### config.mk
export PLATFORM = sky130hd
export DESIGN_NAME = ysyx_icache_flat
export DESIGN_NICKNAME = d
export VERILOG_FILES = /design/src/rtl/ysyx_icache_pkg.sv /design/src/rtl/ysyx_icache_if.sv /design/src/rtl/ysyx_icache_array.sv /design/src/rtl/ysyx_icache.sv /design/src/flat_wrapper.sv
export SDC_FILE = /design/constraint.sdc
export NUM_CORES = 2
export LEC_CHECK = 0
export CORE_MARGIN = 1
export CORE_UTILIZATION = 30
export CTS_CLUSTER_DIAMETER = 40
export DETAILED_ROUTE_END_ITERATION = 8
export SYNTH_ARGS = -nofsm -noshare
export SYNTH_HDL_FRONTEND = slang
export SYNTH_SLANG_ARGS = --single-unit
export TNS_END_PERCENT = 100
### constraint.sdc
create_clock -name clk -period 5.3 [get_ports clk]
set_clock_uncertainty 0.15 [all_clocks]
set_input_delay 1.06 -clock clk [delete_from_list [all_inputs] [get_ports clk]]
set_output_delay 1.06 -clock clk [all_outputs]
set_load 0.01 [all_outputs]
### src/rtl/ysyx_icache_pkg.sv
// ============================================================================
// Module      : ysyx_icache_pkg
// Description : Shared FSM state encoding and address-field width helpers.
// Revision    : 1.0 - initial release
// ============================================================================
`default_nettype none

package ysyx_icache_pkg;

  typedef enum logic [1:0] {
    ST_IDLE = 2'd0,
    ST_FILL = 2'd1,
    ST_RESP = 2'd2
  } state_t;

  // Byte offset within a line: 2 bits of byte-in-word plus the word index.
  function automatic int off_bits(input int line_words);
    return 2 + $clog2(line_words);
  endfunction

  function automatic int idx_bits(input int sets);
    return $clog2(sets);
  endfunction

  // Word counter width; kept at least one bit so single-word lines still elaborate.
  function automatic int word_bits(input int line_words);
    return (line_words > 1) ? $clog2(line_words) : 1;
  endfunction

endpackage

`default_nettype wire

### src/rtl/ysyx_icache_if.sv
// ============================================================================
// Module      : ysyx_icache_if
// Description : Fetch request/response, bus read, flush and counter signals.
// Revision    : 1.0 - initial release
// ============================================================================
`default_nettype none

interface ysyx_icache_if #(
  parameter int ADDR_W = 32
);
  logic              req_valid;
  logic              req_ready;
  logic [ADDR_W-1:0] req_addr;
  logic              resp_valid;
  logic              resp_ready;
  logic [31:0]       resp_inst;
  logic [ADDR_W-1:0] resp_pc;
  logic              mem_arvalid;
  logic              mem_arready;
  logic [ADDR_W-1:0] mem_araddr;
  logic              mem_rvalid;
  logic [31:0]       mem_rdata;
  logic              flush;
  logic [31:0]       perf_hit;
  logic [31:0]       perf_miss;

  modport slave (
    input  req_valid, req_addr, resp_ready, mem_arready, mem_rvalid, mem_rdata, flush,
    output req_ready, resp_valid, resp_inst, resp_pc, mem_arvalid, mem_araddr,
           perf_hit, perf_miss
  );

  modport master (
    output req_valid, req_addr, resp_ready, mem_arready, mem_rvalid, mem_rdata, flush,
    input  req_ready, resp_valid, resp_inst, resp_pc, mem_arvalid, mem_araddr,
           perf_hit, perf_miss
  );
endinterface

`default_nettype wire

### src/rtl/ysyx_icache_array.sv
// ============================================================================
// Module      : ysyx_icache_array
// Description : Direct-mapped tag/valid/data storage, async read, sync write.
// Revision    : 1.0 - initial release
// ============================================================================
`default_nettype none

module ysyx_icache_array
  import ysyx_icache_pkg::*;
#(
  parameter  int SETS       = 16,
  parameter  int LINE_WORDS = 4,
  parameter  int TAG_W      = 24,
  localparam int c_IDX_W    = idx_bits(SETS),
  localparam int c_WORD_W   = word_bits(LINE_WORDS)
) (
  input  wire logic                clk,
  input  wire logic                rst,
  input  wire logic                i_clr_all,
  input  wire logic [c_IDX_W-1:0]  i_rd_idx,
  input  wire logic [c_WORD_W-1:0] i_rd_word,
  output logic                     o_rd_valid,
  output logic [TAG_W-1:0]         o_rd_tag,
  output logic [31:0]              o_rd_data,
  input  wire logic                i_data_we,
  input  wire logic [c_IDX_W-1:0]  i_wr_idx,
  input  wire logic [c_WORD_W-1:0] i_wr_word,
  input  wire logic [31:0]         i_wr_data,
  input  wire logic                i_tag_we,
  input  wire logic [TAG_W-1:0]    i_wr_tag,
  input  wire logic                i_wr_valid
);

  logic [31:0]      r_data [SETS][LINE_WORDS];
  logic [TAG_W-1:0] r_tag  [SETS];
  logic [SETS-1:0]  r_valid;

  assign o_rd_valid = r_valid[i_rd_idx];
  assign o_rd_tag   = r_tag[i_rd_idx];
  assign o_rd_data  = r_data[i_rd_idx][i_rd_word];

  always_ff @(posedge clk) begin
    if (i_data_we) r_data[i_wr_idx][i_wr_word] <= i_wr_data;
    if (i_tag_we)  r_tag[i_wr_idx] <= i_wr_tag;
  end

  // A clear in the same cycle as a tag write wins, so a flushed fill stays invalid.
  always_ff @(posedge clk) begin
    if (rst || i_clr_all) r_valid <= '0;
    else if (i_tag_we)    r_valid[i_wr_idx] <= i_wr_valid;
  end

endmodule

`default_nettype wire

### src/rtl/ysyx_icache.sv
// ============================================================================
// Module      : ysyx_icache
// Description : Direct-mapped blocking instruction cache with line refill.
//               Define YSYX_ICACHE_PERF_EN to build the hit/miss counters.
// Revision    : 1.0 - initial release
// ============================================================================
`default_nettype none

module ysyx_icache
  import ysyx_icache_pkg::*;
#(
  parameter int ADDR_W     = 32,
  parameter int SETS       = 16,
  parameter int LINE_WORDS = 4
) (
  input wire logic       clk,
  input wire logic       rst,
  ysyx_icache_if.slave   bus
);

  localparam int c_OFF    = off_bits(LINE_WORDS);
  localparam int c_IDX_W  = idx_bits(SETS);
  localparam int c_WORD_W = word_bits(LINE_WORDS);
  localparam int c_TAG_W  = ADDR_W - c_OFF - c_IDX_W;

  state_t              r_state;
  logic                r_resp_valid;
  logic [31:0]         r_resp_inst;
  logic [ADDR_W-1:0]   r_resp_pc;
  logic                r_arvalid;
  logic                r_wait;
  logic [c_WORD_W-1:0] r_cnt;
  logic [ADDR_W-1:0]   r_addr;
  logic                r_flushed;

  logic                w_rd_valid;
  logic [c_TAG_W-1:0]  w_rd_tag;
  logic [31:0]         w_rd_data;

  wire logic [c_TAG_W-1:0]  w_req_tag  = c_TAG_W'(bus.req_addr >> (c_OFF + c_IDX_W));
  wire logic [c_IDX_W-1:0]  w_req_idx  = c_IDX_W'(bus.req_addr >> c_OFF);
  wire logic [c_WORD_W-1:0] w_req_word = c_WORD_W'((bus.req_addr >> 2) & ADDR_W'(LINE_WORDS - 1));
  wire logic [c_TAG_W-1:0]  w_fill_tag  = c_TAG_W'(r_addr >> (c_OFF + c_IDX_W));
  wire logic [c_IDX_W-1:0]  w_fill_idx  = c_IDX_W'(r_addr >> c_OFF);
  wire logic [c_WORD_W-1:0] w_fill_word = c_WORD_W'((r_addr >> 2) & ADDR_W'(LINE_WORDS - 1));
  wire logic [ADDR_W-1:0]   w_line_base = (r_addr >> c_OFF) << c_OFF;

  wire logic w_req_ready = (r_state == ST_IDLE) | ((r_state == ST_RESP) & bus.resp_ready);
  wire logic w_accept    = bus.req_valid & w_req_ready;
  wire logic w_hit       = w_rd_valid & (w_rd_tag == w_req_tag) & ~bus.flush;
  wire logic w_rfire     = (r_state == ST_FILL) & r_wait & bus.mem_rvalid;
  wire logic w_last      = (r_cnt == c_WORD_W'(LINE_WORDS - 1));

  ysyx_icache_array #(
    .SETS       (SETS),
    .LINE_WORDS (LINE_WORDS),
    .TAG_W      (c_TAG_W)
  ) u_array (
    .clk        (clk),
    .rst        (rst),
    .i_clr_all  (bus.flush),
    .i_rd_idx   (w_req_idx),
    .i_rd_word  (w_req_word),
    .o_rd_valid (w_rd_valid),
    .o_rd_tag   (w_rd_tag),
    .o_rd_data  (w_rd_data),
    .i_data_we  (w_rfire),
    .i_wr_idx   (w_fill_idx),
    .i_wr_word  (r_cnt),
    .i_wr_data  (bus.mem_rdata),
    .i_tag_we   (w_rfire & w_last),
    .i_wr_tag   (w_fill_tag),
    .i_wr_valid (~(r_flushed | bus.flush))
  );

  always_ff @(posedge clk) begin
    if (rst) begin
      r_state      <= ST_IDLE;
      r_resp_valid <= 1'b0;
      r_resp_inst  <= '0;
      r_resp_pc    <= '0;
      r_arvalid    <= 1'b0;
      r_wait       <= 1'b0;
      r_cnt        <= '0;
      r_addr       <= '0;
      r_flushed    <= 1'b0;
    end else begin
      case (r_state)
        ST_IDLE, ST_RESP: begin
          if (w_accept) begin
            if (w_hit) begin
              r_state      <= ST_RESP;
              r_resp_valid <= 1'b1;
              r_resp_inst  <= w_rd_data;
              r_resp_pc    <= bus.req_addr;
            end else begin
              r_state      <= ST_FILL;
              r_resp_valid <= 1'b0;
              r_addr       <= bus.req_addr;
              r_cnt        <= '0;
              r_arvalid    <= 1'b1;
              r_wait       <= 1'b0;
              r_flushed    <= 1'b0;
            end
          end else if (r_state == ST_RESP && bus.resp_ready) begin
            r_state      <= ST_IDLE;
            r_resp_valid <= 1'b0;
          end
        end
        ST_FILL: begin
          if (bus.flush) r_flushed <= 1'b1;
          if (r_arvalid && bus.mem_arready) begin
            r_arvalid <= 1'b0;
            r_wait    <= 1'b1;
          end
          if (w_rfire) begin
            r_wait <= 1'b0;
            // Capture the requested word in flight; no second read port needed.
            if (r_cnt == w_fill_word) r_resp_inst <= bus.mem_rdata;
            if (w_last) begin
              r_state      <= ST_RESP;
              r_resp_valid <= 1'b1;
              r_resp_pc    <= r_addr;
            end else begin
              r_cnt     <= r_cnt + c_WORD_W'(1);
              r_arvalid <= 1'b1;
            end
          end
        end
        default: r_state <= ST_IDLE;
      endcase
    end
  end

  assign bus.req_ready   = w_req_ready;
  assign bus.resp_valid  = r_resp_valid;
  assign bus.resp_inst   = r_resp_inst;
  assign bus.resp_pc     = r_resp_pc;
  assign bus.mem_arvalid = r_arvalid;
  assign bus.mem_araddr  = w_line_base | (ADDR_W'(r_cnt) << 2);

`ifdef YSYX_ICACHE_PERF_EN
  logic [31:0] r_perf_hit;
  logic [31:0] r_perf_miss;

  always_ff @(posedge clk) begin
    if (rst) begin
      r_perf_hit  <= '0;
      r_perf_miss <= '0;
    end else if (w_accept) begin
      if (w_hit) r_perf_hit  <= r_perf_hit + 32'd1;
      else       r_perf_miss <= r_perf_miss + 32'd1;
    end
  end

  assign bus.perf_hit  = r_perf_hit;
  assign bus.perf_miss = r_perf_miss;
`else
  assign bus.perf_hit  = '0;
  assign bus.perf_miss = '0;
`endif

endmodule

`default_nettype wire
### src/flat_wrapper.sv
// flat-port wrapper written by rule: the top's interface ports become plain ports
module ysyx_icache_flat import ysyx_icache_pkg::*;
#(
  parameter int ADDR_W     = 32,
  parameter int SETS       = 16,
  parameter int LINE_WORDS = 4
)
  (clk, rst, bus_req_valid, bus_req_addr, bus_resp_ready, bus_mem_arready, bus_mem_rvalid, bus_mem_rdata, bus_flush, bus_req_ready, bus_resp_valid, bus_resp_inst, bus_resp_pc, bus_mem_arvalid, bus_mem_araddr, bus_perf_hit, bus_perf_miss);
  ysyx_icache_if #(.ADDR_W(ADDR_W)) bus_i ();
  input wire logic clk;
  input wire logic rst;
  input wire logic [$bits(bus_i.req_valid)-1:0] bus_req_valid;
  input wire logic [$bits(bus_i.req_addr)-1:0] bus_req_addr;
  input wire logic [$bits(bus_i.resp_ready)-1:0] bus_resp_ready;
  input wire logic [$bits(bus_i.mem_arready)-1:0] bus_mem_arready;
  input wire logic [$bits(bus_i.mem_rvalid)-1:0] bus_mem_rvalid;
  input wire logic [$bits(bus_i.mem_rdata)-1:0] bus_mem_rdata;
  input wire logic [$bits(bus_i.flush)-1:0] bus_flush;
  output wire logic [$bits(bus_i.req_ready)-1:0] bus_req_ready;
  output wire logic [$bits(bus_i.resp_valid)-1:0] bus_resp_valid;
  output wire logic [$bits(bus_i.resp_inst)-1:0] bus_resp_inst;
  output wire logic [$bits(bus_i.resp_pc)-1:0] bus_resp_pc;
  output wire logic [$bits(bus_i.mem_arvalid)-1:0] bus_mem_arvalid;
  output wire logic [$bits(bus_i.mem_araddr)-1:0] bus_mem_araddr;
  output wire logic [$bits(bus_i.perf_hit)-1:0] bus_perf_hit;
  output wire logic [$bits(bus_i.perf_miss)-1:0] bus_perf_miss;
  assign bus_i.req_valid = bus_req_valid;
  assign bus_i.req_addr = bus_req_addr;
  assign bus_i.resp_ready = bus_resp_ready;
  assign bus_i.mem_arready = bus_mem_arready;
  assign bus_i.mem_rvalid = bus_mem_rvalid;
  assign bus_i.mem_rdata = bus_mem_rdata;
  assign bus_i.flush = bus_flush;
  assign bus_req_ready = bus_i.req_ready;
  assign bus_resp_valid = bus_i.resp_valid;
  assign bus_resp_inst = bus_i.resp_inst;
  assign bus_resp_pc = bus_i.resp_pc;
  assign bus_mem_arvalid = bus_i.mem_arvalid;
  assign bus_mem_araddr = bus_i.mem_araddr;
  assign bus_perf_hit = bus_i.perf_hit;
  assign bus_perf_miss = bus_i.perf_miss;
  ysyx_icache #(.ADDR_W(ADDR_W), .SETS(SETS), .LINE_WORDS(LINE_WORDS)) u_core (.clk(clk), .rst(rst), .bus(bus_i));
endmodule
==> impl_results.md <==
- Maximum VDD drop: ~0.38 mV
- Switching portion of total power: between 20% and 30%
- Worst min-delay path startpoint: bus_mem_rdata[19]
- Resize count post-CTS: 0
- Post-DP HPWL: 148 mm
- Iteration-0 DRC Markers: between 5,000 and 6,000
- Slew margin rel.: between 10% and 20%
- Pre-CTS WS: about 0.18 ns
- Vias per std cell: between 5 and 6
- Arrival @ worst endpoint: between 3 and 4 ns
- Post-synth EDFFs: roughly 2,400
- Overflow after GRT: 0
- Vias in the first global route: approximately 50,000
- Num CTS Buffers: 370
- Leak: 37.7 nW
- P_sw: roughly 0.010 W
- Crit path top cell by count: clkdlybuf4s50_1
- Crit path cell chain: clkdlybuf4s50_1, nor2b_1, nor2_2, clkdlybuf4s50_1
- Maximum number of pins on one net before global-route repair: between 150 and 200
- CTS max path bufs: 4
- Worst EP required: 4.09 ns
- Most frequent cells in the layout: edfxtp_1 (2,432), mux4_2 (713), clkbuf_16 (376), buf_4 (144), mux2_2 (143)
- Run status: completed
- Cell Pwr Density: around 400 nW/um^2
- Mean Syn Cell Area: 22.0 sq um
- Sequential share of power: about 46%
- Cells after Synth: around 4,500
- Critical path origin: bus_resp_ready
- CP Buf/Inv Count: 2
- Die W: 579 um
- CTS tree: yes
- Placed Area: about 110,000 sq um
- Max Cap Viol: 0
- Fin crit period: 4.50 ns
- Port-buffer cells: 167
- GRT Overall Usage: ~15%
- Kind of cell adding the most delay to the critical path: buffers and inverters
- # IOs: 234
- FP Rows: between 200 and 250
- Post-synth ARST share: 0%
- Final hold violations: 0
- Final slew viol count: 0
- Final period util: a little over four fifths
- Starting density of the core: a little under a third
- Gate power share: roughly 4.4%
- GPL Wtd Cong: around 0.78
- Worst Hold Class: primary input to register
- Util after Layout: between 30% and 40%
- P&R area growth vs syn: 20.2%
- Drt total wl: 263 mm
- Root buf cell: clkbuf_16
- Worst skew pair latency: 0.97 ns
- CP max-delay cell: clkdlybuf4s50_1
- Hold Buf Count CTS: 0
- Total die area: around 340,000 sq um
- Dominant cell type by area after synthesis: edfxtp_1
- Sink Count: roughly 2,600
- Initial antenna violation count: 18
- P_int: about 0.038 W
- Drc violations: 0
- RR Startpoint: u_core.u_array.r_tag[3][0]$_DFFE_PP_
- Largest stage delay on the critical path: around 0.74 ns
- Synth Flop Type: edfxtp_1
- Post-CTS Setup Inserts: 0
- Synth top area cells: edfxtp_1 (73%), mux4_2 (16%), dfxtp_1 (2.4%), mux2_2 (1.6%), buf_4 (0.98%)
- Post-synth top area share: between 70% and 80%
- Clock Pin Slew Worst Setup and Hold Paths: ~0.05 ns
- # setup viols final: 0
- Fin area: approximately 120,000 sq um
- Yosys warnings: 0
- Layout Nets: between 5,000 and 6,000
- CP Capture Type: output pin
- Register area share after synthesis: roughly three quarters
- Worst setup margin: 0.795 ns
- Slew @ Worst Pin: between 1 and 1.5 ns
- Tot Pwr: 0.0481 W
- Die Y: approximately 580 um
- First-pass GRT wire length: 371 mm
- Mapped cell area: approximately 100,000 sq um
- TritonRoute pass-1 iters: 5
- Post-route antenna net violation count: 0
- Register bit total from synthesis: 2,552
- RSZ-0062 raised after global routing: no
- Layout cells sized above 1: approximately a third
- Critical path launch point type: primary input
- Worst setup path category: primary input to output pin
- Htree depth: 5
- Library cells used by synthesis: 60
- Commonest non-fill, non-tap cell in the layout: edfxtp_1
- Routed vias: 48,700
- Crit-path max FO: 9
- Fmax: approximately 220 MHz
- Clock power frac: around 50%
- CORE AREA: approximately 330,000 sq um
- Final TNS setup: 0 ns
- Wire per inst: between 20 and 30 um
[area by class of cell]
type	count	area, sq um
Clock inverter	244	2480
Sequential cell	2552	75400
Clock buffer	410	9600
Fill cell	29800	211000
Timing Repair Buffer	380	4000
Antenna cell	3	7.51
Tap cell	4366	5460
Multi-Input combinational cell	1684	23000
Inverter	8	37.5
[synthesized netlist by cell type (3+ instances only)]
cell type	n
a221oi_1	7
buf_2	79
nor2b_1	73
buf_1	39
o21ai_0	51
mux2_4	8
nand4_1	33
mux2_2	143
dfxtp_1	120
or3_1	20
o22ai_1	44
buf_6	24
ha_1	4
mux4_2	713
and3_1	3
xor2_1	16
buf_4	130
mux2i_1	64
nand3_1	14
edfxtp_1	2432
a22oi_1	4
nand2b_1	9
a2bb2oi_1	4
nor2_1	114
nor4b_1	3
clkbuf_1	86
nor3_1	40
nand2_1	93
nor4_1	3
inv_1	7
xnor2_1	23
a211o_1	3
a21oi_1	96
[worst paths after layout]
kind / end / depth (start not counted) / slack (ns)
max: bus_req_ready / 4 / 0.80
min: u_core.u_array.r_data[3][51]$_DFFE_PP_ / 1 / 0.31
max reg2reg: u_core.bus.resp_inst[7]$_SDFFE_PP0P_ / 12 / 1.52
min reg2reg: u_core.bus.resp_valid$_SDFFE_PP0P_ / 2 / 0.31
[metrics by stage]
stage / hold WS, ns / instances
final: 0.310 / 9647
after global routing: 0.275 / 9646
after CTS: 0.250 / 9644
after detailed placement: 0.306 / 8990
after global placement: 0.303 / 8990
after floorplan: 0.300 / 4602
[routing by layer]
| layer | track usage, % | part of all wire [%] |
|---|---|---|
| met5 | 0 | 0.022 |
| met4 | 5.05 | 3.0 |
| met3 | 3.01 | 7.1 |
| met2 | 25.6 | 49 |
| met1 | 20.5 | 40 |
[worst register-to-register path, cell delays in order (launching register included)]
cell	delay (ns)
edfxtp_1	0.38
mux4_2	0.45
mux2i_1	0.31
xnor2_1	0.12
mux2i_1	0.25
nand4b_1	0.15
nor4_2	0.45
nand4_1	0.29
buf_4	0.24
o21ai_4	0.20
buf_12	0.17
buf_12	0.14
mux2_2	0.35
[sequential cells by signal, indices dropped and copies added (netlist names)]
register	count
u_core.bus.mem_arvalid	1
u_core.bus.resp_inst	32
u_core.bus.resp_pc	32
u_core.bus.resp_valid	1
u_core.r_addr	32
u_core.r_cnt	2
u_core.r_flushed	1
u_core.r_state	2
u_core.r_wait	1
u_core.u_array.r_data	2048
u_core.u_array.r_tag	384
u_core.u_array.r_valid	16
[power groups by stage]
stage	Sequential [W]	Combinational (W)	Clock (W)
4_1_cts	0.0222	0.00214	0.0242
5_1_grt	0.0222	0.00225	0.0250
6_report	0.0222	0.00212	0.0238
3_3_place_gp	0.0226	0.00210	0
2_1_floorplan	0.0226	0.00130	0
3_5_place_dp	0.0226	0.00213	0
[logic make-up after synthesis]
kind of cell    count (synthesis)  synth area share (%)
flops                        2552                  75.6
xor+xnor                       39                 0.342
other cells                     1               0.00376
compound gates                232                  1.38
buf+inv                       366                  2.14
mux                           928                  18.5
fa+ha+maj                       4                0.0501
simple gates                  415                  2.05
(Power assumes the default switching activity.)
